### src/rtl/serial_twos_negator_pkg.sv
// rtl/serial_twos_negator_pkg.sv - shared constants for the serial two's complement negator
package serial_twos_negator_pkg;

   // Operand width used unless the instantiating block overrides it
   localparam int DEFAULT_WIDTH = 32;

   // Controller state encoding
   localparam logic [1:0] ST_IDLE  = 2'd0;
   localparam logic [1:0] ST_SHIFT = 2'd1;
   localparam logic [1:0] ST_DONE  = 2'd2;

   // Bit counter width; a one-bit operand still needs a one-bit counter
   function automatic int cnt_bits(input int w);
      return (w > 1) ? $clog2(w) : 1;
   endfunction

endpackage

### src/rtl/serial_negate_bit.sv
// rtl/serial_negate_bit.sv - one-bit combinational stage of the serial negator
module serial_negate_bit (
   input  logic x_i,
   input  logic carry,
   input  logic negate,
   output logic bit_out,
   output logic carry_next
);

   // Invert-and-add-one, one bit at a time; pass-through keeps the carry untouched
   always_comb begin
      bit_out    = x_i;
      carry_next = carry;
      if (negate) begin
         bit_out    = ~x_i ^ carry;
         carry_next = ~x_i & carry;
      end
   end

endmodule

### src/rtl/serial_twos_negator.sv
// rtl/serial_twos_negator.sv - bit-serial two's complement negate / pass-through unit
module serial_twos_negator
   import serial_twos_negator_pkg::*;
#(
   parameter int WIDTH = DEFAULT_WIDTH
) (
   input  logic             clock,
   input  logic             reset,
   input  logic             in_valid,
   output logic             in_ready,
   input  logic [WIDTH-1:0] in_data,
   input  logic             in_negate,
   output logic             out_valid,
   input  logic             out_ready,
   output logic [WIDTH-1:0] out_data,
   output logic             out_overflow,
   output logic             busy
);

   localparam int CW = cnt_bits(WIDTH);

   logic [1:0]       state;
   logic [WIDTH-1:0] sreg;
   logic [CW-1:0]    cnt;
   logic             carry;
   logic             negate_q;
   logic             bit_out;
   logic             carry_next;
   logic             last_shift;
   logic             handshake;

   assign in_ready   = (state == ST_IDLE);
   assign busy       = (state == ST_SHIFT) || (state == ST_DONE);
   assign last_shift = (cnt == CW'(WIDTH - 1));
   // out_valid is a flop that rises one cycle into DONE, so the consumer
   // sees a result that has settled for a full cycle before it can take it
   assign handshake  = (state == ST_DONE) && out_valid && out_ready;

   serial_negate_bit u_bit (
      .x_i        (sreg[0]),
      .carry      (carry),
      .negate     (negate_q),
      .bit_out    (bit_out),
      .carry_next (carry_next)
   );

   // Controller, operand shifter and result accumulator
   always_ff @(posedge clock) begin
      if (reset) begin
         state        <= ST_IDLE;
         sreg         <= '0;
         cnt          <= '0;
         carry        <= 1'b0;
         negate_q     <= 1'b0;
         out_data     <= '0;
         out_overflow <= 1'b0;
         out_valid    <= 1'b0;
      end else begin
         case (state)
            ST_IDLE: begin
               out_valid <= 1'b0;
               if (in_valid) begin
                  sreg         <= in_data;
                  negate_q     <= in_negate;
                  cnt          <= '0;
                  carry        <= 1'b1;
                  out_overflow <= 1'b0;
                  state        <= ST_SHIFT;
               end
            end
            ST_SHIFT: begin
               sreg     <= sreg >> 1;
               out_data <= {bit_out, out_data[WIDTH-1:1]};
               carry    <= carry_next;
               cnt      <= cnt + 1'b1;
               if (last_shift) begin
                  // Carry still set at the MSB means every lower bit was zero,
                  // so a set MSB here is the most negative value
                  out_overflow <= negate_q & carry & sreg[0];
                  state        <= ST_DONE;
               end
            end
            ST_DONE: begin
               if (handshake) begin
                  out_valid <= 1'b0;
                  state     <= ST_IDLE;
               end else begin
                  out_valid <= 1'b1;
               end
            end
            default: begin
               out_valid <= 1'b0;
               state     <= ST_IDLE;
            end
         endcase
      end
   end

endmodule

### config.mk
export PLATFORM = sky130hd
export DESIGN_NAME = serial_twos_negator
export DESIGN_NICKNAME = d
export VERILOG_FILES = /design/src/rtl/serial_twos_negator_pkg.sv /design/src/rtl/serial_negate_bit.sv /design/src/rtl/serial_twos_negator.sv
export SDC_FILE = /design/constraint.sdc
export NUM_CORES = 1
export LEC_CHECK = 0
export BUFFER_PORTS_ARGS = -buffer_cell sky130_fd_sc_hd__buf_2
export CAP_MARGIN = 20
export CORE_AREA = 2 2 104 66
export DETAILED_ROUTE_END_ITERATION = 12
export DIE_AREA = 0 0 106 68
export PLACE_DENSITY = 0.8
export SKIP_LAST_GASP = 1
export SLEW_MARGIN = 20
export SYNTH_ARGS = -nofsm -noshare
export SYNTH_HDL_FRONTEND = slang
export SYNTH_SLANG_ARGS = --single-unit
### constraint.sdc
create_clock -name clock -period 2 [get_ports clock]
set_clock_uncertainty 0.15 [all_clocks]
set_input_delay 0.1 -clock clock [delete_from_list [all_inputs] [get_ports clock]]
set_output_delay 0.1 -clock clock [all_outputs]
set_load 0.02 [all_outputs]
==> Flow_metrics.wiki <==
{| class="wikitable"
! Metric !! Value
|-
| CTS tree || built
|-
| Number of buffers created by CTS || 9
|-
| Overflow left after global routing || 0
|-
| CTS HTree Levels || 3
|-
| Overall die width || 106 µm
|-
| Type of the most critical hold path || primary input to flop
|-
| Total setup buffers inserted after CTS || 0
|-
| Critical path peak fanout || 31
|-
| Worst hold path startpoint || in_data[31]
|-
| Number of buffer cells added on primary ports || 72
|-
| Largest net degree at the start of global routing || 49
|-
| Proportion of layout cells with a drive suffix above 1 || 0.243
|-
| Layout area overhead || 30.5%
|-
| Count of unique library cells instantiated by Yosys || 36
|-
| Die Ht || 68 µm
|-
| Core Util, Final || 0.654
|-
| Core area || 0.00636 mm²
|-
| Fillcell total || 509
|-
| Setup crit end kind || flop
|-
| Die ar. || 0.00721 mm²
|-
| CP cell instances || inv_1 -> ha_1 -> mux2_2 -> buf_12 -> nor2_1 -> a211oi_1
|-
| Fraction of the cycle the final worst path needs || 0.940
|-
| Synthesized-area fraction occupied by ao, oa, aoi and oai cells || 0.115
|-
| End point of the most critical hold path || sreg[31]$_SDFFE_PP0P_
|-
| Total global routing track utilization || 0.192
|-
| Commonest non-fill, non-tap cells in the layout || 75 x sky130_fd_sc_hd__dfxtp_1, 72 x sky130_fd_sc_hd__buf_2, 67 x sky130_fd_sc_hd__nor2_1, 65 x sky130_fd_sc_hd__mux2i_1, 33 x sky130_fd_sc_hd__dlygate4sd3_1
|-
| Setup repair after global routing missed its margin || no
|-
| Arithmetic-cell share of the synthesized area counting full adders, half adders and majority gates || 0.0235
|-
| Data arrival time of the worst path || 1.97 ns
|-
| Terminus of the critical flop-to-flop path || sreg[11]$_SDFFE_PP0P_
|-
| Antenna violations before repair || 0
|-
| Final critical-path required period || 1.88 ns
|-
| Number of enable flip-flop cells after synthesis || 0
|-
| Number of DRC violations after detailed routing || 0
|-
| Synth Instances || 321
|-
| Hold Path Cell Cnt || 4
|-
| Post-Synth XOR/XNOR Area || 0
|-
| Total inserted antenna cells || 0
|-
| Slowest stage delay, CP || 0.40 ns
|-
| Type of the worst setup path || flop to flop
|-
| CTS clk-pin slew, worst paths || 0.08 ns
|-
| Maximum ir drop on the vdd rail || 0.000551 V
|-
| Number of nets in the layout || 466
|-
| Latest clock arrival within the worst-skew pair || 0.34 ns
|-
| Final number of hold-violating endpoints || 0
|-
| Ys Warns || 0
|-
| Global-route wire length before repair || 11.0 mm
|-
| R2R Path Start || state[0]$_SDFFE_PP0P_
|-
| Avg Vias per Cell || 4.98
|-
| Depth of the most critical reg-to-reg path || 6
|-
| Total buffers and inverters traversed by the critical path || 2
|-
| Most used flip-flop cell after synthesis || sky130_fd_sc_hd__dfxtp_1
|-
| Post-Syn Area per Cell || 9.93 µm²
|-
| Async set-or-reset flop fraction in the synthesized netlist || 0
|-
| Leakage Power || 1.76 nW
|-
| Post-route antenna net violation count || 0
|-
| Required time of the worst setup path || 2.09 ns
|-
| Worst-margin pin slew || 0.493 ns
|-
| First-iteration detailed-routing DRC count || 175
|-
| Number of detailed-routing iterations run before antenna repair || 4
|-
| Leading cell type in the layout, fill and taps excluded || sky130_fd_sc_hd__dfxtp_1
|-
| Register-to-register setup slack || 0.12 ns
|-
| Seq/Total Area, Yosys || 0.471
|-
| Setup-violating endpoint count in the final report || 0
|-
| Cell area after synthesis || 0.00319 mm²
|-
| Total Wirelength || 6.90 mm
|-
| Starting density of the core || 0.501
|-
| Master of the slowest instance on the critical path || sky130_fd_sc_hd__mux2_2
|-
| Dominant combinational cell family by area after synthesis || multiplexers
|-
| Result of the run || finished clean
|-
| Register bit count reported by yosys || 75
|-
| Crit-path leading delay family || multiplexers
|-
| Cell chosen for the clock root || sky130_fd_sc_hd__clkbuf_8
|-
| Total negative setup slack || 0 ns
|-
| Number of placed I/O pins || 73
|-
| Cell area power density || 816 mW/mm²
|-
| Maximum capacitance violations || 0
|-
| Number of max-slew violations in the final report || 0
|-
| Number of nets produced by synthesis || 364
|-
| Routability Congestion || 0.784
|-
| Number of sinks on the clock net || 75
|-
| Simple-gate share of the synthesized area || 0.124
|-
| Startpoint Class || flop
|-
| Vias in the first global route || 2344
|-
| Fmax || 0.532 GHz
|-
| Routed via count || 2565
|-
| Slew Limit Headroom || 0.671
|-
| Share of cell area taken by muxes after synthesis || 0.208
|-
| Routed length per placed instance || 13.4 µm
|-
| Post-DP HPWL || 4.44 mm
|-
| Floorplan row count || 23
|-
| Longest Clk Path Bufs || 2
|}
registers in the layout (all words and copies together), names as in the netlist:
signal and count:
out_overflow 1, sreg 32, cnt 5, carry 1
out_valid 1, out_data 32, state 2, negate_q 1
how the worst max path moves through the flow:
| stage | depth (start not counted) | from | slack (ns) | end |
|---|---|---|---|---|
| detailed placement | 6 | state[0]$_SDFFE_PP0P_ | 0.17 | sreg[7]$_SDFFE_PP0P_ |
| CTS | 6 | state[0]$_SDFFE_PP0P_ | 0.15 | sreg[18]$_SDFFE_PP0P_ |
| global route | 6 | state[0]$_SDFFE_PP0P_ | 0.02 | sreg[11]$_SDFFE_PP0P_ |
| floorplan | 6 | state[0]$_SDFFE_PP0P_ | 0.19 | cnt[2]$_SDFFE_PP0P_ |
| finish | 6 | state[0]$_SDFFE_PP0P_ | 0.12 | sreg[11]$_SDFFE_PP0P_ |
| global placement | 6 | state[0]$_SDFFE_PP0P_ | 0.23 | cnt[2]$_SDFFE_PP0P_ |
area by class of cell:
| class | instances | area, µm² | share of cell area |
|---|---|---|---|
| clock inverter | 5 | 61.3 | 0.0147 |
| inverter | 7 | 26.3 | 0.00632 |
| tap | 87 | 109 | 0.0262 |
| sequential | 75 | 1500 | 0.361 |
| clock buffer | 11 | 151 | 0.0364 |
| multi-input combinational | 214 | 1510 | 0.364 |
| timing repair buffer | 116 | 798 | 0.192 |
per-stage QoR:
stage	power (mW)	setup slack, ns	hold WS [ns]	instance area (µm²)	cells
2_1_floorplan	2.05	0.186	0.111	3190	321
5_1_grt	3.57	0.0218	0.0555	4160	515
4_1_cts	3.43	0.148	0.0317	4160	515
3_5_place_dp	2.17	0.168	0.227	3620	466
3_3_place_gp	2.15	0.229	0.227	3620	466
6_report	3.40	0.121	0.0493	4160	515
worst reg2reg max path, cell delays in order, from the launching register on:
cell and delay (ns):
sky130_fd_sc_hd__dfxtp_1 0.38, sky130_fd_sc_hd__inv_1 0.10, sky130_fd_sc_hd__ha_1 0.23, sky130_fd_sc_hd__mux2_2 0.40, sky130_fd_sc_hd__buf_12 0.22, sky130_fd_sc_hd__nor2_1 0.06, sky130_fd_sc_hd__a211oi_1 0.25
per-layer routing:
| metal | up-vias | wire (µm) | GRT usage |
|---|---|---|---|
| met5 | - | 0 | 0 |
| met4 | 0 | 36 | 0.0395 |
| li1 | 1338 | - | - |
| met2 | 44 | 3190 | 0.323 |
| met1 | 1179 | 3430 | 0.249 |
| met3 | 4 | 246 | 0.0581 |
power breakdown:
part	total, mW	leakage [nW]	switching (mW)	internal [mW]
clock network	1.21	0.0978	0.560	0.646
registers	1.63	0.613	0.0522	1.58
logic	0.560	1.05	0.286	0.274
total	3.40	1.76	0.898	2.50
kinds of logic (layout without fill, tap and decap cells):
group | after synthesis | in the layout
buffers and inverters | 32 | 139
AOI/OAI and AO/OA | 49 | 49
DFF | 75 | 75
and+or+nand+nor | 93 | 93
adders and majority gates | 6 | 6
muxes | 66 | 66
synth_stat cells, types with 2 or more instances:
cell type | instances | area (µm²)
sky130_fd_sc_hd__clkbuf_1 | 5 | 18.8
sky130_fd_sc_hd__and3_1 | 2 | 12.5
sky130_fd_sc_hd__buf_4 | 7 | 52.6
sky130_fd_sc_hd__nand2b_1 | 2 | 12.5
sky130_fd_sc_hd__buf_1 | 3 | 11.3
sky130_fd_sc_hd__a32oi_1 | 2 | 17.5
sky130_fd_sc_hd__buf_6 | 4 | 45.0
sky130_fd_sc_hd__nand3_1 | 4 | 20.0
sky130_fd_sc_hd__ha_1 | 6 | 75.1
sky130_fd_sc_hd__a211oi_1 | 31 | 233
sky130_fd_sc_hd__mux2i_1 | 65 | 651
sky130_fd_sc_hd__a211oi_2 | 2 | 25.0
sky130_fd_sc_hd__nor3_1 | 4 | 20.0
sky130_fd_sc_hd__nor2b_1 | 2 | 12.5
sky130_fd_sc_hd__inv_1 | 7 | 26.3
sky130_fd_sc_hd__a21oi_1 | 5 | 25.0
sky130_fd_sc_hd__nand2_1 | 6 | 22.5
sky130_fd_sc_hd__nor2_1 | 67 | 251
sky130_fd_sc_hd__dfxtp_1 | 75 | 1500
sky130_fd_sc_hd__o21ai_0 | 2 | 10.0
sky130_fd_sc_hd__buf_2 | 5 | 25.0
repair_timing:
item                       in CTS  in global routing
setup endpoints to repair       0                  1
hold endpoints to repair       31                  0
gates resized for setup         0                  1
hold buffers                   33                  0
(Power assumes the default switching activity.)
